## config.mk

```make
export PLATFORM = sky130hd
export DESIGN_NAME = wb_master_sequencer
export DESIGN_NICKNAME = d
export VERILOG_FILES = /design/src/rtl/wb_master_sequencer_pkg.sv /design/src/rtl/rr_arbiter.sv /design/src/rtl/wb_master_sequencer.sv
export SDC_FILE = /design/constraint.sdc
export NUM_CORES = 1
export LEC_CHECK = 0
export ABC_CLOCK_PERIOD_IN_PS = 5500
export BUFFER_PORTS_ARGS = -buffer_cell sky130_fd_sc_hd__buf_2
export CORE_AREA = 8 8 158 160
export CTS_CLUSTER_SIZE = 20
export DETAILED_ROUTE_END_ITERATION = 10
export DIE_AREA = 0 0 166 168
export GPL_TIMING_DRIVEN = 0
export PLACE_DENSITY = 0.66
export SLEW_MARGIN = 25
export SYNTH_ARGS = -nofsm -noshare
export SYNTH_HDL_FRONTEND = slang
export SYNTH_SLANG_ARGS = --single-unit
```

## constraint.sdc

```tcl
create_clock -name wb_clk -period 5.5 [get_ports wb_clk]
set_input_delay 0.55 -clock wb_clk [delete_from_list [all_inputs] [get_ports wb_clk]]
set_output_delay 0.55 -clock wb_clk [all_outputs]
set_load 0.02 [all_outputs]
```

## src/rtl/wb_master_sequencer_pkg.sv

```systemverilog
// rtl/wb_master_sequencer_pkg.sv - shared types and constants for the wb master sequencer
// Purpose : FSM state encoding, default parameters and the index-width helper
//           used by wb_master_sequencer and its round-robin arbiter.
// Ports   : none (package).
package wb_master_sequencer_pkg;

    typedef enum logic [2:0] {
        ST_IDLE       = 3'd0,
        ST_ISSUE      = 3'd1,
        ST_WAIT_START = 3'd2,
        ST_WAIT_DONE  = 3'd3,
        ST_RESPOND    = 3'd4,
        ST_DRAIN      = 3'd5
    } seq_state_e;

    localparam int unsigned DEFAULT_NUM_REQ = 4;
    localparam int unsigned DEFAULT_TIMEOUT = 256;

    // Width of a requester index; never below one bit.
    function automatic int unsigned idx_width(input int unsigned n);
        return (n <= 1) ? 1 : $clog2(n);
    endfunction

endpackage

```

## src/rtl/rr_arbiter.sv

```systemverilog
// rtl/rr_arbiter.sv - combinational round-robin pick
// Purpose : choose the lowest requesting index at or after ptr, wrapping
//           around to index 0, and report it one-hot and as a binary index.
// Ports   : req  [N-1:0]  request vector
//           ptr  [IW-1:0] first index with priority this cycle
//           gnt  [N-1:0]  one-hot winner (all zero when nobody requests)
//           idx  [IW-1:0] binary winner index (0 when nobody requests)
//           any           at least one request present
module rr_arbiter #(
    parameter int unsigned N  = 4,
    parameter int unsigned IW = 2
) (
    input  logic [N-1:0]  req,
    input  logic [IW-1:0] ptr,
    output logic [N-1:0]  gnt,
    output logic [IW-1:0] idx,
    output logic          any
);

    // Two passes replace a modulo rotation: first the indices at or above
    // ptr, then the wrapped-around indices below it.
    always_comb begin
        gnt = '0;
        idx = '0;
        any = 1'b0;
        for (int i = 0; i < int'(N); i++) begin
            if (!any && req[i] && (IW'(i) >= ptr)) begin
                any    = 1'b1;
                gnt[i] = 1'b1;
                idx    = IW'(i);
            end
        end
        for (int i = 0; i < int'(N); i++) begin
            if (!any && req[i] && (IW'(i) < ptr)) begin
                any    = 1'b1;
                gnt[i] = 1'b1;
                idx    = IW'(i);
            end
        end
    end

endmodule

```

## src/rtl/wb_master_sequencer.sv

```systemverilog
// rtl/wb_master_sequencer.sv - round-robin sequencer sharing one wb_master_interface
// Purpose : serialise single-word read/write requests from NUM_REQ requesters
//           onto the start/address/selection/write/data_wr command port, follow
//           each transaction through active, and return data or timeout status.
// Ports   : wb_clk, wb_rst (async, active-low)
//           req_valid/req_write/req_addr/req_sel/req_wdata  requester inputs
//           req_ready   one-hot acceptance pulse
//           rsp_valid/rsp_err/rsp_rdata  completion to the granted requester
//           start/address/selection/write/data_wr  command to the master
//           active/data_rd  status and read data from the master
//           busy        sequencer not idle
module wb_master_sequencer
    import wb_master_sequencer_pkg::*;
#(
    parameter int unsigned NUM_REQ = DEFAULT_NUM_REQ,
    parameter int unsigned TIMEOUT = DEFAULT_TIMEOUT
) (
    input  logic                  wb_clk,
    input  logic                  wb_rst,
    input  logic [NUM_REQ-1:0]    req_valid,
    input  logic [NUM_REQ-1:0]    req_write,
    input  logic [NUM_REQ*32-1:0] req_addr,
    input  logic [NUM_REQ*4-1:0]  req_sel,
    input  logic [NUM_REQ*32-1:0] req_wdata,
    output logic [NUM_REQ-1:0]    req_ready,
    output logic [NUM_REQ-1:0]    rsp_valid,
    output logic                  rsp_err,
    output logic [31:0]           rsp_rdata,
    output logic                  start,
    output logic [31:0]           address,
    output logic [3:0]            selection,
    output logic                  write,
    output logic [31:0]           data_wr,
    input  logic                  active,
    input  logic [31:0]           data_rd,
    output logic                  busy
);

    localparam int unsigned IW      = idx_width(NUM_REQ);
    localparam logic [15:0] TO_LAST = 16'(TIMEOUT - 1);

    seq_state_e    state_q, state_d;
    logic [IW-1:0] rr_ptr_q, rr_ptr_d;
    logic [IW-1:0] gnt_idx_q, gnt_idx_d;
    logic [15:0]   cnt_q, cnt_d;
    logic [31:0]   address_q, address_d;
    logic [3:0]    sel_q, sel_d;
    logic          write_q, write_d;
    logic [31:0]   wdata_q, wdata_d;
    logic [31:0]   rdata_q, rdata_d;
    logic          err_q, err_d;

    logic [NUM_REQ-1:0] arb_gnt;
    logic [IW-1:0]      arb_idx;
    logic               arb_any;

    logic [31:0] pick_addr;
    logic [3:0]  pick_sel;
    logic        pick_write;
    logic [31:0] pick_wdata;

    logic [15:0] cnt_inc;
    logic        timeout_hit;

    rr_arbiter #(
        .N  (NUM_REQ),
        .IW (IW)
    ) u_rr_arbiter (
        .req (req_valid),
        .ptr (rr_ptr_q),
        .gnt (arb_gnt),
        .idx (arb_idx),
        .any (arb_any)
    );

    // Fields of the arbitration winner.
    always_comb begin
        pick_addr  = '0;
        pick_sel   = '0;
        pick_write = 1'b0;
        pick_wdata = '0;
        for (int i = 0; i < int'(NUM_REQ); i++) begin
            if (arb_gnt[i]) begin
                pick_addr  = req_addr[32*i +: 32];
                pick_sel   = req_sel[4*i +: 4];
                pick_write = req_write[i];
                pick_wdata = req_wdata[32*i +: 32];
            end
        end
    end

    // Saturating increment. The wait ends in the cycle the counter is
    // written with TIMEOUT-1, so RESPOND lands TIMEOUT cycles after start.
    always_comb begin
        cnt_inc     = (cnt_q == 16'hFFFF) ? cnt_q : cnt_q + 16'd1;
        timeout_hit = (cnt_inc >= TO_LAST);
    end

    // State and datapath registers.
    always_ff @(posedge wb_clk or negedge wb_rst) begin
        if (!wb_rst) begin
            state_q   <= ST_IDLE;
            rr_ptr_q  <= '0;
            gnt_idx_q <= '0;
            cnt_q     <= '0;
            address_q <= '0;
            sel_q     <= '0;
            write_q   <= 1'b0;
            wdata_q   <= '0;
            rdata_q   <= '0;
            err_q     <= 1'b0;
        end else begin
            state_q   <= state_d;
            rr_ptr_q  <= rr_ptr_d;
            gnt_idx_q <= gnt_idx_d;
            cnt_q     <= cnt_d;
            address_q <= address_d;
            sel_q     <= sel_d;
            write_q   <= write_d;
            wdata_q   <= wdata_d;
            rdata_q   <= rdata_d;
            err_q     <= err_d;
        end
    end

    // Next state. Normal progress of the master wins over a coincident timeout.
    always_comb begin
        state_d = state_q;
        case (state_q)
            ST_IDLE:       if (arb_any) state_d = ST_ISSUE;
            ST_ISSUE:      state_d = ST_WAIT_START;
            ST_WAIT_START: begin
                if (active)           state_d = ST_WAIT_DONE;
                else if (timeout_hit) state_d = ST_RESPOND;
            end
            ST_WAIT_DONE:  begin
                if (!active)          state_d = ST_RESPOND;
                else if (timeout_hit) state_d = ST_RESPOND;
            end
            ST_RESPOND:    state_d = (err_q && active) ? ST_DRAIN : ST_IDLE;
            ST_DRAIN:      if (!active) state_d = ST_IDLE;
            default:       state_d = ST_IDLE;
        endcase
    end

    // Command registers, grant bookkeeping, timeout counter and response data.
    always_comb begin
        rr_ptr_d  = rr_ptr_q;
        gnt_idx_d = gnt_idx_q;
        cnt_d     = cnt_q;
        address_d = address_q;
        sel_d     = sel_q;
        write_d   = write_q;
        wdata_d   = wdata_q;
        rdata_d   = rdata_q;
        err_d     = err_q;
        case (state_q)
            ST_IDLE: begin
                if (arb_any) begin
                    address_d = pick_addr;
                    sel_d     = pick_sel;
                    write_d   = pick_write;
                    wdata_d   = pick_wdata;
                    gnt_idx_d = arb_idx;
                    rr_ptr_d  = (arb_idx == IW'(NUM_REQ - 1)) ? '0 : arb_idx + 1'b1;
                end
            end
            ST_ISSUE: cnt_d = '0;
            ST_WAIT_START: begin
                cnt_d = cnt_inc;
                if (!active && timeout_hit) begin
                    err_d   = 1'b1;
                    rdata_d = '0;
                end
            end
            ST_WAIT_DONE: begin
                cnt_d = cnt_inc;
                if (!active) begin
                    err_d   = 1'b0;
                    rdata_d = write_q ? 32'd0 : data_rd;
                end else if (timeout_hit) begin
                    err_d   = 1'b1;
                    rdata_d = '0;
                end
            end
            default: ;
        endcase
    end

    // Outputs. req_ready is a Mealy output of IDLE; it is masked by the reset
    // so every output reads 0 while wb_rst is held low.
    always_comb begin
        req_ready = (state_q == ST_IDLE && wb_rst) ? arb_gnt : '0;
        rsp_valid = '0;
        for (int i = 0; i < int'(NUM_REQ); i++) begin
            rsp_valid[i] = (state_q == ST_RESPOND) && (gnt_idx_q == IW'(i));
        end
        rsp_err   = (state_q == ST_RESPOND) && err_q;
        rsp_rdata = rdata_q;
        start     = (state_q == ST_ISSUE);
        address   = address_q;
        selection = sel_q;
        write     = write_q;
        data_wr   = wdata_q;
        busy      = (state_q != ST_IDLE);
    end

endmodule

```

# Word-level counts from Yosys, hierarchy flattened
# Cells that the tools add are included.
# Widths: inputs -> output; s select.
[classes]
magnitude_cmp = 9
muxes = 58
addsub = 2
n_eq_ne = 14
n_reduce_logical = 40
[ops]
columns = ["cell", "count"]
rows = [
  ["$mux 32", 12],
  ["$pmux 32 s2", 1],
  ["$pmux 16 s2", 1],
  ["$logic_and 1x1->1", 23],
  ["$mux 1", 23],
  ["$mux 4", 5],
  ["$mux 3", 6],
  ["$pmux 3 s6", 1],
  ["$add 16x1->16 const B", 1],
  ["$eq 16x16->1 const B", 1],
  ["$ge 16x8->1 const B", 1],
  ["$mux 16", 1],
  ["$mux 2", 7],
  ["$logic_not 1->1", 8],
  ["$eq 2x2->1 const B", 3],
  ["$eq 3x2->1 const B", 2],
  ["$eq 3x3->1 const B", 2],
  ["$ne 2x2->1 const B", 3],
  ["$ge 1x2->1 const A", 2],
  ["$ge 2x2->1 const A", 2],
  ["$lt 1x2->1 const A", 2],
  ["$lt 2x2->1 const A", 2],
  ["$reduce_and 2->1", 2],
  ["$reduce_bool 2->1", 2],
  ["10 further kinds", 10],
]
[word_totals]
out_inout_bits = 112
ff_bits = 125

# Longest topological paths before layout
# Gate-level depths: netlist of the first run.
[depth]
depth_word = 33
ltp_mapped = 10
mapped_depth_nobuf = 8

# Hierarchy
# Synthesis of the first run repeated with hierarchy kept, for this count alone.
[hier_totals]
hier_cells = 928
hier_area_um2 = 7767.4
[by_module_without_submodules]
columns = ["mod", "area_per_inst_um2", "n_inst", "cells_per_inst", "seq_area_each_um2"]
rows = [
  ["wb_master_sequencer", 7544.7, 1, 895, 3128.0],
  ["rr_arbiter", 222.7, 1, 33, 0.0],
]

# Worst setup path before layout of the first run
# Ideal clock, no wire load.
[synth_timing]
path_kind = "flip-flop to flip-flop"
from = "register cnt_q[0]"
to = "register rdata_q[10], in the netlist rsp_rdata[10]"
path_buffers = 1
t_required_ns = 5.434
stages_incl_launch_ff = 10
setup_slack_ns = 2.899
arrival_ns = 2.535
path_cell_list = "dfrtp_1 -> ha_1 -> nand4_2 -> nor4_2 -> mux2i_1 -> nand4_1 -> nor4_2 -> a2111o_1 -> buf_6 -> a22o_1"
[synth_between]
elab_chain_len = 6
[synth_lines]
columns = ["element", "line", "text"]
rows = [
  ["start, declared", "wb_master_sequencer.sv:45", "logic [15:0] cnt_q, cnt_d;"],
  ["start signal, assigned", "wb_master_sequencer.sv:116", "cnt_q <= cnt_d;"],
  ["$add 16x1->16 or $eq 16x16->1 (tied branches)", "wb_master_sequencer.sv:95", "cnt_inc = (cnt_q == 16'hFFFF) ? cnt_q : cnt_q + 16'd1;"],
  ["$mux 16 (*)", "wb_master_sequencer.sv:95", ""],
  ["$ge 16x8->1 (*)", "wb_master_sequencer.sv:96", "timeout_hit = (cnt_inc >= TO_LAST);"],
  ["$logic_and 1x1->1", "wb_master_sequencer.sv:171", "if (!active && timeout_hit) begin"],
  ["$ne 2x2->1 (no source line)", "-", ""],
  ["$reduce_and 3->1 (no source line) (*)", "-", ""],
  ["end signal, assigned", "wb_master_sequencer.sv:121", "rdata_q <= rdata_d;"],
  ["end, declared", "wb_master_sequencer.sv:50", "logic [31:0] rdata_q, rdata_d;"],
]
# Mark *: on every way between the ends. The rest lies on a longest branch, timed or not.
# A chain may end at the register's enable or synchronous reset.

# Worst setup path in the final report of the first run
[layout_timing]
from = "register rr_ptr_q[1]"
to = "output req_ready[1]"
[layout_between]
elab_chain_len = 24
[layout_lines]
columns = ["element", "line", "text"]
rows = [
  ["start, declared", "wb_master_sequencer.sv:43", "logic [IW-1:0] rr_ptr_q, rr_ptr_d;"],
  ["start signal, assigned", "wb_master_sequencer.sv:114", "rr_ptr_q <= rr_ptr_d;"],
  ["$ge 1x2->1", "rr_arbiter.sv:27", "if (!any && req[i] && (IW'(i) >= ptr)) begin"],
  ["$logic_and 1x1->1", "rr_arbiter.sv:27", ""],
  ["$mux 1", "rr_arbiter.sv:27", ""],
  ["$logic_not 1->1", "rr_arbiter.sv:27", ""],
  ["$logic_and 1x1->1 (2 in a row)", "rr_arbiter.sv:27", ""],
  ["$mux 1", "rr_arbiter.sv:27", ""],
  ["$logic_not 1->1", "rr_arbiter.sv:27", ""],
  ["$logic_and 1x1->1 (2 in a row)", "rr_arbiter.sv:27", ""],
  ["(+4 left out)", "-", ""],
  ["$mux 1", "rr_arbiter.sv:27", ""],
  ["$logic_not 1->1", "rr_arbiter.sv:34", "if (!any && req[i] && (IW'(i) < ptr)) begin"],
  ["$logic_and 1x1->1 (2 in a row)", "rr_arbiter.sv:34", ""],
  ["$mux 1", "rr_arbiter.sv:34", ""],
  ["$logic_not 1->1", "rr_arbiter.sv:34", ""],
  ["$logic_and 1x1->1 (2 in a row)", "rr_arbiter.sv:34", ""],
  ["$mux 1 (*)", "rr_arbiter.sv:34", ""],
  ["$mux 4 (*)", "wb_master_sequencer.sv:193", "req_ready = (state_q == ST_IDLE && wb_rst) ? arb_gnt : '0;"],
  ["end, declared", "wb_master_sequencer.sv:25", "output logic [NUM_REQ-1:0] req_ready,"],
]
# Marked as above.

==> metrics.txt, run 1 <==
# TYPE chip_impl_metric gauge
chip_impl_info{name="status",value="complete, no violations"} 1
chip_impl_metric{name="netlist_area",unit="µm²"} 6890
chip_impl_metric{name="setup_viol_count_final",unit=""} 0
chip_impl_metric{name="final_hpwl_from_detailed_placement",unit="µm"} 25700
chip_impl_metric{name="stdcell_count",unit=""} 1505
chip_impl_metric{name="yosys_warnings",unit=""} 0
chip_impl_info{name="hold_class",value="input port to async pin"} 1
chip_impl_metric{name="drt-initial-drc-count",unit=""} 768
chip_impl_metric{name="cp_data_required_time",unit="ns"} 4.95
chip_impl_metric{name="worst_slew_pin_slew",unit="ns"} 0.902
chip_impl_metric{name="post-synth-top-area-fraction",unit="%"} 45.4
chip_impl_metric{name="path_buf_inv",unit=""} 4
chip_impl_metric{name="path_max_fanout",unit=""} 10
chip_impl_metric{name="critical-path-max-stage-delay",unit="ns"} 0.62
chip_impl_metric{name="clock_sink_count",unit=""} 125
chip_impl_metric{name="grt_pass1_wl",unit="µm"} 49000
chip_impl_metric{name="switching_share",unit="%"} 46.5
chip_impl_info{name="most_common_library_cell_in_the_layout_ignoring_fill_and_taps",value="sky130_fd_sc_hd__buf_2"} 1
chip_impl_metric{name="drc",unit=""} 0
chip_impl_info{name="timing.setup.critical_path_class",value="flip-flop to output port"} 1
chip_impl_metric{name="power-per-cell-area",unit="nW/µm²"} 535
chip_impl_metric{name="multi_input_comb_area",unit="µm²"} 3430
chip_impl_metric{name="cts.repair.resized",unit=""} 0
chip_impl_metric{name="ctsHtreeMaxLevel",unit=""} 4
chip_impl_metric{name="setup_tns",unit="ns"} 0
chip_impl_info{name="worst_setup_path_start_kind",value="flip-flop"} 1
chip_impl_metric{name="floorplan.die_area",unit="µm²"} 27900
chip_impl_metric{name="ys_types",unit=""} 47
chip_impl_metric{name="timing.final.ws_setup",unit="ns"} 2.08
chip_impl_metric{name="finalNetCount",unit=""} 1522
chip_impl_info{name="critPathMostFrequentCell",value="sky130_fd_sc_hd__clkbuf_1"} 1
chip_impl_metric{name="dr_total_vias",unit=""} 8073
chip_impl_metric{name="core_region_area",unit="µm²"} 22400
chip_impl_metric{name="timing.final.crit_period",unit="ns"} 3.42
chip_impl_metric{name="ir_worst_vdd",unit="V"} 0.000252
chip_impl_metric{name="finalHoldViolCount",unit=""} 0
chip_impl_metric{name="die_height",unit="µm"} 168
chip_impl_metric{name="cts_max_path_buffers",unit=""} 2
chip_impl_info{name="critical_path.slowest_cell",value="sky130_fd_sc_hd__clkbuf_1"} 1
chip_impl_metric{name="insertion_delay",unit="ns"} 0.42
chip_impl_info{name="root_driver",value="sky130_fd_sc_hd__clkbuf_16"} 1
chip_impl_metric{name="ys_async_sr_fraction",unit="%"} 100
chip_impl_metric{name="antenna_violating_nets_left",unit=""} 0
chip_impl_metric{name="io_buffer_count",unit=""} 426
chip_impl_metric{name="largest_net_degree_at_the_start_of_global_routing",unit=""} 78
chip_impl_metric{name="vias_per_std_cell",unit=""} 5.36
chip_impl_metric{name="p_leak",unit="nW"} 5.04
chip_impl_metric{name="net-switching-power",unit="mW"} 2.49
chip_impl_metric{name="filler_cell_count",unit=""} 2284
chip_impl_metric{name="syn-instance-count",unit=""} 759
chip_impl_metric{name="power.share.clock",unit="%"} 21.0
chip_impl_metric{name="initial_antenna_violation_count",unit=""} 5
chip_impl_info{name="worstPathCellList",value="clkbuf_1, a21oi_1, o221a_1, clkbuf_1, clkbuf_1, and3_1, buf_2"} 1
chip_impl_metric{name="post_cts.repair.setup_buffers",unit=""} 0
chip_impl_metric{name="post_synth.cell_area_avg",unit="µm²"} 9.08
chip_impl_metric{name="first_global_vias",unit=""} 8340
chip_impl_metric{name="detailedRoute.firstPassIterationCount",unit=""} 5
chip_impl_metric{name="sequential_to_total_area_share_from_yosys_stat",unit="%"} 45.4
chip_impl_metric{name="slew_headroom",unit="%"} 39.9
chip_impl_metric{name="grt_remaining_overflow",unit=""} 0
chip_impl_metric{name="post_dr_wirelength_cell",unit="µm"} 21.6
chip_impl_metric{name="hold_ws",unit="ns"} 0.0381
chip_impl_metric{name="flow.area_growth_from_synthesis",unit="%"} 45.5
chip_impl_info{name="layout.cells.most_common_list",value="sky130_fd_sc_hd__buf_2, sky130_fd_sc_hd__dfrtp_1, sky130_fd_sc_hd__nor2_1, sky130_fd_sc_hd__nand2_1, sky130_fd_sc_hd__a21oi_1"} 1
chip_impl_info{name="synth.top_cells.by_area",value="sky130_fd_sc_hd__dfrtp_1, sky130_fd_sc_hd__a221o_1, sky130_fd_sc_hd__o31ai_1"} 1
chip_impl_metric{name="cts_hold_buffers",unit=""} 0
chip_impl_info{name="synth_top_cell_by_area",value="sky130_fd_sc_hd__dfrtp_1"} 1
chip_impl_metric{name="cts_inserted_buffers",unit=""} 17
chip_impl_info{name="tritoncts",value="done"} 1
chip_impl_metric{name="share_of_power_burned_in_combinational_logic",unit="%"} 51.1
chip_impl_info{name="path_delay_family",value="buffers and inverters"} 1
chip_impl_metric{name="final_design_area_no_fill",unit="µm²"} 10000
chip_impl_info{name="worst_setup_path_startpoint",value="rr_ptr_q[1]$_DFFE_PN0P_"} 1
chip_impl_metric{name="timing.clock.skew",unit="ns"} 0.0109
chip_impl_metric{name="core.rowCount",unit=""} 55
chip_impl_metric{name="synth-edff-count",unit=""} 0
chip_impl_metric{name="gp_congestion",unit=""} 0.891
chip_impl_metric{name="place_inst",unit=""} 1471
chip_impl_metric{name="fmax",unit="MHz"} 292
chip_impl_info{name="critPathCaptureType",value="output port"} 1
chip_impl_metric{name="detail_route.wirelength",unit="µm"} 32500
chip_impl_metric{name="start_util",unit="%"} 30.8
chip_impl_metric{name="postPlaceCellArea",unit="µm²"} 9420
chip_impl_metric{name="path_clk_slew",unit="ns"} 0.07
chip_impl_metric{name="final-seq-area",unit="µm²"} 3130
chip_impl_info{name="timing.rr.start",value="cnt_q[0]$_DFFE_PN0P_"} 1
chip_impl_metric{name="worst_setup_slack_post_dpl",unit="ns"} 2.31
chip_impl_metric{name="ioPinCount",unit=""} 427
chip_impl_metric{name="track_usage",unit="%"} 22.3
chip_impl_metric{name="final-max-slew-violation-count",unit=""} 0
chip_impl_metric{name="max-cap-violations",unit=""} 0
chip_impl_metric{name="layout_worst_path_cycle_share",unit="%"} 62.3
chip_impl_metric{name="synth.ff_latch_count",unit=""} 125
chip_impl_info{name="grt_setup_unrepaired",value="no"} 1
chip_impl_metric{name="die_w",unit="µm"} 166
chip_impl_metric{name="share_seq_of_total_power",unit="%"} 27.9
chip_impl_metric{name="drive_above_1_share",unit="%"} 39.1
chip_impl_metric{name="internal_power",unit="mW"} 2.87
chip_impl_metric{name="syn_nets",unit=""} 1076
chip_impl_metric{name="crit_arrival",unit="ns"} 2.87
chip_impl_info{name="synthFlopType",value="sky130_fd_sc_hd__dfrtp_1"} 1
-- worst reg2reg max path: cells and delay by family, from the launching register on --
family	cells	cell delay (ns)
and+or+nand+nor	4	1.42
AOI/OAI and AO/OA	2	0.56
DFF	1	0.42
adders and majority gates	1	0.29
muxes	1	0.25
buffers and inverters	1	0.20
-- final cells by class --
cell class                      instances  area share (%)
Antenna cell                            2          0.0499
Buffer                                 72            3.07
Clock buffer                           17            4.24
Clock inverter                         15            1.76
Inverter                                8           0.300
Multi-Input combinational cell        554            34.2
Sequential cell                       125            31.2
Tap cell                              285            3.56
Timing Repair Buffer                  427            21.6
-- sequential cells by signal (all words and copies together) (netlist names) --
signal	count
rr_ptr_q	2
gnt_idx_q	2
write	1
state_q	3
address	32
err_q	1
selection	4
rsp_rdata	32
cnt_q	16
data_wr	32
-- worst paths after layout --
check                           cells past startpoint  slack (ns)                         to
worst min register to register                      2        0.47     data_wr[0]$_DFFE_PN0P_
worst max register to register                      9        2.30  rsp_rdata[22]$_DFFE_PN0P_
max in group asynchronous                           2        4.70   selection[2]$_DFFE_PN0P_
worst max-delay path                                7        2.08               req_ready[1]
worst min-delay path                                1        0.04  rsp_rdata[29]$_DFFE_PN0P_
min in group wb_clk                                 2        0.35  rsp_rdata[12]$_DFFE_PN0P_
-- through the flow --
stage | power, mW | utilization [%]
4_1_cts | 5.41 | 44.8
5_1_grt | 5.72 | 44.8
6_report | 5.36 | 44.8
3_3_place_gp | 4.21 | 41.9
2_1_floorplan | 3.20 | -
3_5_place_dp | 4.26 | 42.1
-- power by group through the flow --
stage	clock (mW)	sequential, mW	combinational [mW]
finish	1.13	1.50	2.74
global route	1.19	1.54	2.99
CTS	1.15	1.49	2.76
detailed placement	0	1.50	2.75
global placement	0	1.49	2.72
floorplan	0	1.89	1.31
-- synth_stat cells (7+ instances only) --
master                     number
sky130_fd_sc_hd__a31oi_1       11
sky130_fd_sc_hd__a221o_1       69
sky130_fd_sc_hd__nor3_1         7
sky130_fd_sc_hd__a21oi_1       83
sky130_fd_sc_hd__o21ai_1       14
sky130_fd_sc_hd__o31ai_1       72
sky130_fd_sc_hd__clkbuf_1      63
sky130_fd_sc_hd__nand3_1        9
sky130_fd_sc_hd__nand4_1        7
sky130_fd_sc_hd__dfrtp_1      125
sky130_fd_sc_hd__nor2_1        91
sky130_fd_sc_hd__o21ai_0       12
sky130_fd_sc_hd__a22o_1        35
sky130_fd_sc_hd__nand2_1       87
-- cells by family (layout without fill, tap and decap cells) --
logic type               Yosys count  after routing  synth area share, %
XOR/XNOR                           1              1                0.127
flip-flops                       125            125                 45.4
multiplexers                       8              8                 1.22
adder cells (fa/ha/maj)            2              2                0.363
AND/OR/NAND/NOR                  234            234                 15.1
other                              0              2                    0
buffers and inverters             80            539                 4.90
AO/OA/AOI/OAI                    309            309                 32.9
-- metal layers --
layer / vias to the layer above / track usage, % / share of wire [%]
met1: 3857 / 26.4 / 41
met2: 386 / 40.2 / 51
met4: 2 / 4.90 / 1.2
met3: 31 / 5.59 / 6.8
li1: 3797 / - / -
met5: - / 0 / 0.037
(Power assumes the default switching activity.)
==> inputs of run 2 (changes only) <==
Settings changed: ABC_CLOCK_PERIOD_IN_PS 5500 to 3250, CORE_AREA 8 8 158 160 to 8 8 159 161, DIE_AREA 0 0 166 168 to 0 0 167 169, PLACE_DENSITY 0.66 to 0.65.
Clock period 5.5 ns to 3.25 ns, I/O delays scaled along.
==> metrics.txt, run 2 (same netlist as run 1, synthesis figures left out) <==
# TYPE chip_impl_metric gauge
chip_impl_metric{name="start_util",unit="%"} 30.1
chip_impl_metric{name="grt_pass1_wl",unit="µm"} 48200
chip_impl_metric{name="timing.final.crit_period",unit="ns"} 3.07
chip_impl_info{name="hold_class",value="input port to flip-flop"} 1
chip_impl_info{name="layout.cells.most_common_list",value="sky130_fd_sc_hd__buf_2, sky130_fd_sc_hd__dfrtp_1, sky130_fd_sc_hd__nor2_1, sky130_fd_sc_hd__nand2_1, sky130_fd_sc_hd__a21oi_1"} 1
chip_impl_info{name="root_driver",value="sky130_fd_sc_hd__clkbuf_16"} 1
chip_impl_info{name="timing.setup.critical_path_class",value="flip-flop to flip-flop"} 1
chip_impl_info{name="critPathCaptureType",value="flip-flop"} 1
chip_impl_info{name="tritoncts",value="done"} 1
chip_impl_metric{name="cts_max_path_buffers",unit=""} 2
chip_impl_metric{name="post_dr_wirelength_cell",unit="µm"} 21.1
chip_impl_metric{name="ir_worst_vdd",unit="V"} 0.000358
chip_impl_info{name="regToRegEndpoint",value="rsp_rdata[9]$_DFFE_PN0P_"} 1
chip_impl_metric{name="setup_tns",unit="ns"} 0
chip_impl_metric{name="first_global_vias",unit=""} 8318
chip_impl_metric{name="fmax",unit="MHz"} 326
chip_impl_metric{name="path_max_fanout",unit=""} 10
chip_impl_metric{name="vias_per_std_cell",unit=""} 5.34
chip_impl_metric{name="floorplan.die_area",unit="µm²"} 28200
chip_impl_metric{name="setup_viol_count_final",unit=""} 0
chip_impl_metric{name="grt_remaining_overflow",unit=""} 0
chip_impl_metric{name="worst_slew_pin_slew",unit="ns"} 1.02
chip_impl_metric{name="finalHoldViolCount",unit=""} 0
chip_impl_info{name="worst_setup_path_startpoint",value="cnt_q[0]$_DFFE_PN0P_"} 1
chip_impl_metric{name="final_design_area_no_fill",unit="µm²"} 10100
chip_impl_info{name="worst_setup_path_start_kind",value="flip-flop"} 1
chip_impl_metric{name="insertion_delay",unit="ns"} 0.43
chip_impl_info{name="timing.rr.start",value="cnt_q[0]$_DFFE_PN0P_"} 1
chip_impl_metric{name="ctsHtreeMaxLevel",unit=""} 4
chip_impl_metric{name="largest_net_degree_at_the_start_of_global_routing",unit=""} 71
chip_impl_info{name="most_common_library_cell_in_the_layout_ignoring_fill_and_taps",value="sky130_fd_sc_hd__buf_2"} 1
chip_impl_metric{name="dr_total_vias",unit=""} 8079
chip_impl_info{name="status",value="complete, no violations"} 1
chip_impl_metric{name="core.rowCount",unit=""} 56
chip_impl_metric{name="detail_route.wirelength",unit="µm"} 31900
chip_impl_metric{name="power-per-cell-area",unit="nW/µm²"} 899
chip_impl_metric{name="io_buffer_count",unit=""} 426
chip_impl_metric{name="clock_sink_count",unit=""} 125
chip_impl_metric{name="max-cap-violations",unit=""} 0
chip_impl_metric{name="flow.area_growth_from_synthesis",unit="%"} 45.9
chip_impl_metric{name="drc",unit=""} 0
chip_impl_info{name="cp-endpoint",value="rsp_rdata[9]$_DFFE_PN0P_"} 1
chip_impl_metric{name="filler_cell_count",unit=""} 2306
chip_impl_metric{name="timing.clock.skew",unit="ns"} 0.0126
chip_impl_metric{name="layout_worst_path_cycle_share",unit="%"} 94.3
chip_impl_metric{name="ff2ff_setup_slack",unit="ns"} 0.18
chip_impl_metric{name="cp_data_required_time",unit="ns"} 3.56
chip_impl_metric{name="final_hpwl_from_detailed_placement",unit="µm"} 25300
chip_impl_metric{name="die_height",unit="µm"} 169
chip_impl_metric{name="track_usage",unit="%"} 21.8
chip_impl_metric{name="drt-initial-drc-count",unit=""} 640
chip_impl_metric{name="final-max-slew-violation-count",unit=""} 0
chip_impl_metric{name="cts_inserted_buffers",unit=""} 17
chip_impl_metric{name="slew_headroom",unit="%"} 32.1
chip_impl_metric{name="timing.reg2reg.worst_path_depth",unit=""} 10
chip_impl_metric{name="finalPower",unit="mW"} 9.04
chip_impl_metric{name="ioPinCount",unit=""} 427
chip_impl_metric{name="antenna_violating_nets_left",unit=""} 0
chip_impl_metric{name="gp_congestion",unit=""} 0.875
chip_impl_metric{name="finalNetCount",unit=""} 1524
chip_impl_metric{name="detailedRoute.firstPassIterationCount",unit=""} 5
chip_impl_metric{name="initial_antenna_violation_count",unit=""} 0
chip_impl_metric{name="postPlaceCellArea",unit="µm²"} 9420
chip_impl_metric{name="crit_arrival",unit="ns"} 3.38
chip_impl_metric{name="die_w",unit="µm"} 167
chip_impl_metric{name="p_leak",unit="nW"} 5.08
chip_impl_metric{name="path_clk_slew",unit="ns"} 0.07
chip_impl_metric{name="drive_above_1_share",unit="%"} 39.4
chip_impl_metric{name="core_region_area",unit="µm²"} 22900
chip_impl_info{name="grt_setup_unrepaired",value="yes"} 1
run 2: per-stage QoR:
step	setup slack (ns)	cells	hold WS (ns)	util, %
5_1_grt	-0.0349	1510	0.102	43.9
3_3_place_gp	-0.339	1475	0.455	41.0
3_5_place_dp	0.0459	1476	0.313	41.1
4_1_cts	0.0106	1509	0.101	43.7
6_report	0.184	1512	0.116	43.9
2_1_floorplan	0.649	759	0.0294	-
run 2: layer usage:
metal	vias to the layer above	share of wire (%)	global-route usage, %
met1	3870	41	26.2
li1	3793	-	-
met5	-	0	0
met3	38	7.2	6.08
met4	0	1.7	5.68
met2	378	50	37.8
run 2: how the worst min path moves through the flow:
stage                       startpoint  cells past startpoint                        end  slack [ns]
3_5_place_dp                    wb_rst                      1  rsp_rdata[31]$_DFFE_PN0P_        0.31
5_1_grt                     data_rd[1]                      2   rsp_rdata[1]$_DFFE_PN0P_        0.10
2_1_floorplan                   wb_rst                      0     address[0]$_DFFE_PN0P_        0.03
6_report                   data_rd[13]                      2  rsp_rdata[13]$_DFFE_PN0P_        0.12
4_1_cts                    data_rd[16]                      2  rsp_rdata[16]$_DFFE_PN0P_        0.10
3_3_place_gp   data_wr[18]$_DFFE_PN0P_                      2    data_wr[18]$_DFFE_PN0P_        0.46
run 2: final cells by class:
class                      count  area [µm²]  share of cell area, %
multi-input combinational    554        3450                   34.3
sequential                   125        3130                   31.1
timing repair buffer         429        2200                   21.9
clock buffer                  17         425                   4.23
tap                          290         363                   3.61
buffer                        72         312                   3.10
clock inverter                15         144                   1.43
inverter                       8        30.0                  0.299
antenna                        2        5.00                 0.0498
run 2: power breakdown:
group          leakage [nW]  switching (mW)  internal, mW
sequential             1.60           0.372          2.18
clock                 0.275           0.860          1.02
combinational          3.20            2.95          1.66
total                  5.08            4.18          4.86
run 2: worst max-delay path, cell delays in order, from the launching register on:
cell and delay (ns):
sky130_fd_sc_hd__dfrtp_1 0.43, sky130_fd_sc_hd__ha_1 0.29, sky130_fd_sc_hd__nand4_2 0.33, sky130_fd_sc_hd__nor4_2 0.42, sky130_fd_sc_hd__mux2i_1 0.16, sky130_fd_sc_hd__nor4_2 0.29, sky130_fd_sc_hd__nor4_4 0.09, sky130_fd_sc_hd__a2111o_1 0.47
sky130_fd_sc_hd__buf_12 0.16, sky130_fd_sc_hd__buf_6 0.13, sky130_fd_sc_hd__a22o_1 0.18
run 2: timing repair:
action | 4_1_cts | 5_1_grt
hold endpoints to repair | 58 | 0
hold buffers | 1 | 0
gates resized for setup | 0 | 9
setup endpoints to repair | 0 | 37
buffers inserted | 0 | 1
==> inputs of run 3 (changes only) <==
Settings changed: ABC_CLOCK_PERIOD_IN_PS 3250 to 2600, CORE_AREA 8 8 159 161 to 8 8 160 162, CTS_CLUSTER_DIAMETER set to 150, DIE_AREA 0 0 167 169 to 0 0 168 170, PLACE_DENSITY 0.65 to 0.71, SYNTH_HIERARCHICAL set to 1.
Clock period 3.25 ns to 2.6 ns, I/O delays scaled along.
==> metrics.txt, run 3 <==
# TYPE chip_impl_metric gauge
chip_impl_metric{name="clock_sink_count",unit=""} 125
chip_impl_info{name="status",value="complete, no violations"} 1
chip_impl_info{name="critPathCaptureType",value="flip-flop"} 1
chip_impl_metric{name="power-per-cell-area",unit="nW/µm²"} 1120
chip_impl_metric{name="drc",unit=""} 0
chip_impl_info{name="timing.rr.start",value="cnt_q[10]$_DFFE_PN0P_"} 1
chip_impl_info{name="root_driver",value="sky130_fd_sc_hd__clkbuf_16"} 1
chip_impl_metric{name="final_core_utilization",unit="%"} 48.6
chip_impl_metric{name="post_dr_wirelength_cell",unit="µm"} 21.6
chip_impl_metric{name="start_util",unit="%"} 33.7
chip_impl_metric{name="antenna_violating_nets_left",unit=""} 0
chip_impl_info{name="worst_setup_path_startpoint",value="cnt_q[10]$_DFFE_PN0P_"} 1
chip_impl_metric{name="dr_total_vias",unit=""} 9279
chip_impl_metric{name="filler_cell_count",unit=""} 2293
chip_impl_metric{name="grt_remaining_overflow",unit=""} 0
chip_impl_info{name="timing.setup.critical_path_class",value="flip-flop to flip-flop"} 1
chip_impl_info{name="most_common_library_cell_in_the_layout_ignoring_fill_and_taps",value="sky130_fd_sc_hd__buf_2"} 1
chip_impl_metric{name="timing.clock.skew",unit="ns"} 0.0157
chip_impl_metric{name="worst_slew_pin_slew",unit="ns"} 0.712
chip_impl_metric{name="insertion_delay",unit="ns"} 0.43
chip_impl_metric{name="place_inst",unit=""} 1642
chip_impl_metric{name="flow.area_growth_from_synthesis",unit="%"} 44.3
chip_impl_info{name="layout.cells.most_common_list",value="sky130_fd_sc_hd__buf_2, sky130_fd_sc_hd__nand2_1, sky130_fd_sc_hd__dfrtp_1, sky130_fd_sc_hd__a21oi_1, sky130_fd_sc_hd__o21ai_0"} 1
chip_impl_info{name="grt_setup_unrepaired",value="yes"} 1
chip_impl_info{name="worst_setup_path_start_kind",value="flip-flop"} 1
chip_impl_metric{name="detailedRoute.firstPassIterationCount",unit=""} 6
chip_impl_metric{name="ys_async_sr_fraction",unit="%"} 100
chip_impl_metric{name="hold_ws",unit="ns"} 0.0614
chip_impl_metric{name="crit_arrival",unit="ns"} 2.84
chip_impl_metric{name="ys_types",unit=""} 63
chip_impl_metric{name="synth-edff-count",unit=""} 0
chip_impl_metric{name="yosys_warnings",unit=""} 6
chip_impl_metric{name="gp_congestion",unit=""} 0.936
chip_impl_metric{name="die_height",unit="µm"} 170
chip_impl_metric{name="finalNetCount",unit=""} 1693
chip_impl_metric{name="post-synth-top-area-fraction",unit="%"} 40.3
chip_impl_metric{name="grt_pass1_wl",unit="µm"} 53900
chip_impl_metric{name="p_leak",unit="nW"} 5.40
chip_impl_metric{name="finalHoldViolCount",unit=""} 0
chip_impl_metric{name="ir_worst_vdd",unit="V"} 0.000552
chip_impl_metric{name="layout_worst_path_cycle_share",unit="%"} 97.8
chip_impl_metric{name="initial_antenna_violation_count",unit=""} 0
chip_impl_metric{name="sequential_to_total_area_share_from_yosys_stat",unit="%"} 40.3
chip_impl_info{name="synth_top_cell_by_area",value="sky130_fd_sc_hd__dfrtp_1"} 1
chip_impl_metric{name="netlist_area",unit="µm²"} 7770
chip_impl_info{name="yosys-top-cells-count",value="sky130_fd_sc_hd__nand2_1, sky130_fd_sc_hd__dfrtp_1, sky130_fd_sc_hd__a21oi_1, sky130_fd_sc_hd__o21ai_0, sky130_fd_sc_hd__nor3_1"} 1
chip_impl_metric{name="ioPinCount",unit=""} 427
chip_impl_info{name="yosysMostFrequentCell",value="sky130_fd_sc_hd__nand2_1"} 1
chip_impl_metric{name="post_synth.cell_area_avg",unit="µm²"} 8.37
chip_impl_metric{name="stdcell_count",unit=""} 1679
chip_impl_metric{name="ff2ff_setup_slack",unit="ns"} 0.06
chip_impl_metric{name="finalPower",unit="mW"} 12.6
chip_impl_metric{name="drt-initial-drc-count",unit=""} 820
chip_impl_info{name="cp-endpoint",value="rsp_rdata[12]$_DFFE_PN0P_"} 1
chip_impl_info{name="regToRegEndpoint",value="rsp_rdata[12]$_DFFE_PN0P_"} 1
chip_impl_info{name="tritoncts",value="done"} 1
chip_impl_metric{name="die_w",unit="µm"} 168
chip_impl_metric{name="path_max_fanout",unit=""} 10
chip_impl_metric{name="final-max-slew-violation-count",unit=""} 0
chip_impl_info{name="synthFlopType",value="sky130_fd_sc_hd__dfrtp_1"} 1
chip_impl_metric{name="io_buffer_count",unit=""} 423
chip_impl_metric{name="fmax",unit="MHz"} 393
chip_impl_metric{name="max-cap-violations",unit=""} 0
chip_impl_metric{name="cts_max_path_buffers",unit=""} 2
chip_impl_metric{name="cp_data_required_time",unit="ns"} 2.90
chip_impl_metric{name="cts_inserted_buffers",unit=""} 17
chip_impl_metric{name="count_of_antenna_diodes_in_the_layout",unit=""} 0
chip_impl_metric{name="setup_viol_count_final",unit=""} 0
chip_impl_metric{name="timing.final.crit_period",unit="ns"} 2.54
chip_impl_metric{name="vias_per_std_cell",unit=""} 5.53
chip_impl_info{name="hold_class",value="input port to flip-flop"} 1
chip_impl_metric{name="synth.ff_latch_count",unit=""} 125
chip_impl_metric{name="first_global_vias",unit=""} 9358
chip_impl_metric{name="ctsHtreeMaxLevel",unit=""} 4
chip_impl_metric{name="syn_nets",unit=""} 1245
chip_impl_metric{name="largest_net_degree_at_the_start_of_global_routing",unit=""} 72
chip_impl_metric{name="syn-instance-count",unit=""} 928
chip_impl_metric{name="timing.reg2reg.worst_path_depth",unit=""} 7
chip_impl_info{name="synth.top_cells.by_area",value="sky130_fd_sc_hd__dfrtp_1, sky130_fd_sc_hd__a221oi_1, sky130_fd_sc_hd__nand2_1"} 1
chip_impl_metric{name="core.rowCount",unit=""} 56
chip_impl_metric{name="core_region_area",unit="µm²"} 23100
chip_impl_metric{name="final_hpwl_from_detailed_placement",unit="µm"} 28600
chip_impl_metric{name="floorplan.die_area",unit="µm²"} 28600
chip_impl_metric{name="setup_tns",unit="ns"} 0
chip_impl_metric{name="path_clk_slew",unit="ns"} 0.06
chip_impl_metric{name="track_usage",unit="%"} 24.2
chip_impl_metric{name="slew_headroom",unit="%"} 52.6
chip_impl_metric{name="drive_above_1_share",unit="%"} 40.9
chip_impl_metric{name="detail_route.wirelength",unit="µm"} 36300
run 3: cell count changes after synthesis, sizes merged, moves of 48 or more:
cell	previous run	this run
o31ai	72	2
nor3	7	76
a221oi	0	70
nor2b	4	72
o21ai	26	120
nand2	87	135
nor2	91	24
a221o	69	1
run 3: repair_timing:
item / CTS / global route
hold endpoints to repair: 54 / 0
pin swaps: 2 / 1
hold buffers: 1 / 0
setup endpoints to repair: 110 / 101
buffers inserted: 3 / 4
gates resized for setup: 44 / 47
cloned: 0 / 0
run 3: worst min-delay path by stage:
stage / startpoint / endpoint / slack, ns / depth (start not counted)
after floorplan: wb_rst / address[0]$_DFFE_PN0P_ / -0.04 / 0
after global placement: address[6]$_DFFE_PN0P_ / address[6]$_DFFE_PN0P_ / 0.46 / 2
after detailed placement: wb_rst / rsp_rdata[4]$_DFFE_PN0P_ / 0.21 / 1
after CTS: data_rd[25] / rsp_rdata[25]$_DFFE_PN0P_ / 0.05 / 3
after global routing: data_rd[21] / rsp_rdata[21]$_DFFE_PN0P_ / 0.05 / 3
final: data_rd[25] / rsp_rdata[25]$_DFFE_PN0P_ / 0.06 / 3
run 3: kinds of logic (layout without fill, tap and decap cells):
logic type	Yosys count	after routing	synth area share [%]
compound gates	340	340	29.1
xor+xnor	4	4	0.451
fa+ha+maj	2	2	0.322
buf+inv	99	560	6.51
flops	125	125	40.3
mux	3	3	0.467
simple gates	355	355	22.9
run 3: worst max-delay path, cell delays in order, from the launching register on:
cell	delay [ns]
sky130_fd_sc_hd__dfrtp_1	0.48
sky130_fd_sc_hd__nand4_2	0.25
sky130_fd_sc_hd__or4_1	0.56
sky130_fd_sc_hd__o311a_1	0.14
sky130_fd_sc_hd__or4b_4	0.53
sky130_fd_sc_hd__nand3_4	0.19
sky130_fd_sc_hd__buf_8	0.18
sky130_fd_sc_hd__o21ai_2	0.07
run 3: report_power, final:
part	internal, mW	switching, mW	leakage [nW]
registers	2.71	0.509	1.50
clock network	1.67	0.955	0.311
logic	2.43	4.32	3.59
run 3: per-stage QoR:
stage               worst slack (ns)  cell area [µm²]
detailed placement             -1.02            10300
finish                        0.0564            11200
CTS                        -0.000570            11100
floorplan                     0.0448             7770
global route                 -0.0172            11200
global placement              -0.938            10200
run 3: final cells by class:
cell class | instances | area [µm²] | area share (%)
tap | 290 | 363 | 3.24
clock inverter | 12 | 185 | 1.65
inverter | 9 | 33.8 | 0.301
multi-input combinational | 704 | 4290 | 38.3
clock buffer | 20 | 457 | 4.07
buffer | 87 | 529 | 4.72
sequential | 125 | 3130 | 27.9
timing repair buffer | 432 | 2220 | 19.8
run 3: metal layers:
metal | track usage (%) | up-vias | wire length (µm)
li1 | - | 4312 | -
met1 | 28.3 | 4461 | 14200
met2 | 43.6 | 447 | 18600
met3 | 6.26 | 59 | 2700
met4 | 6.06 | 0 | 811
met5 | 0 | - | 0
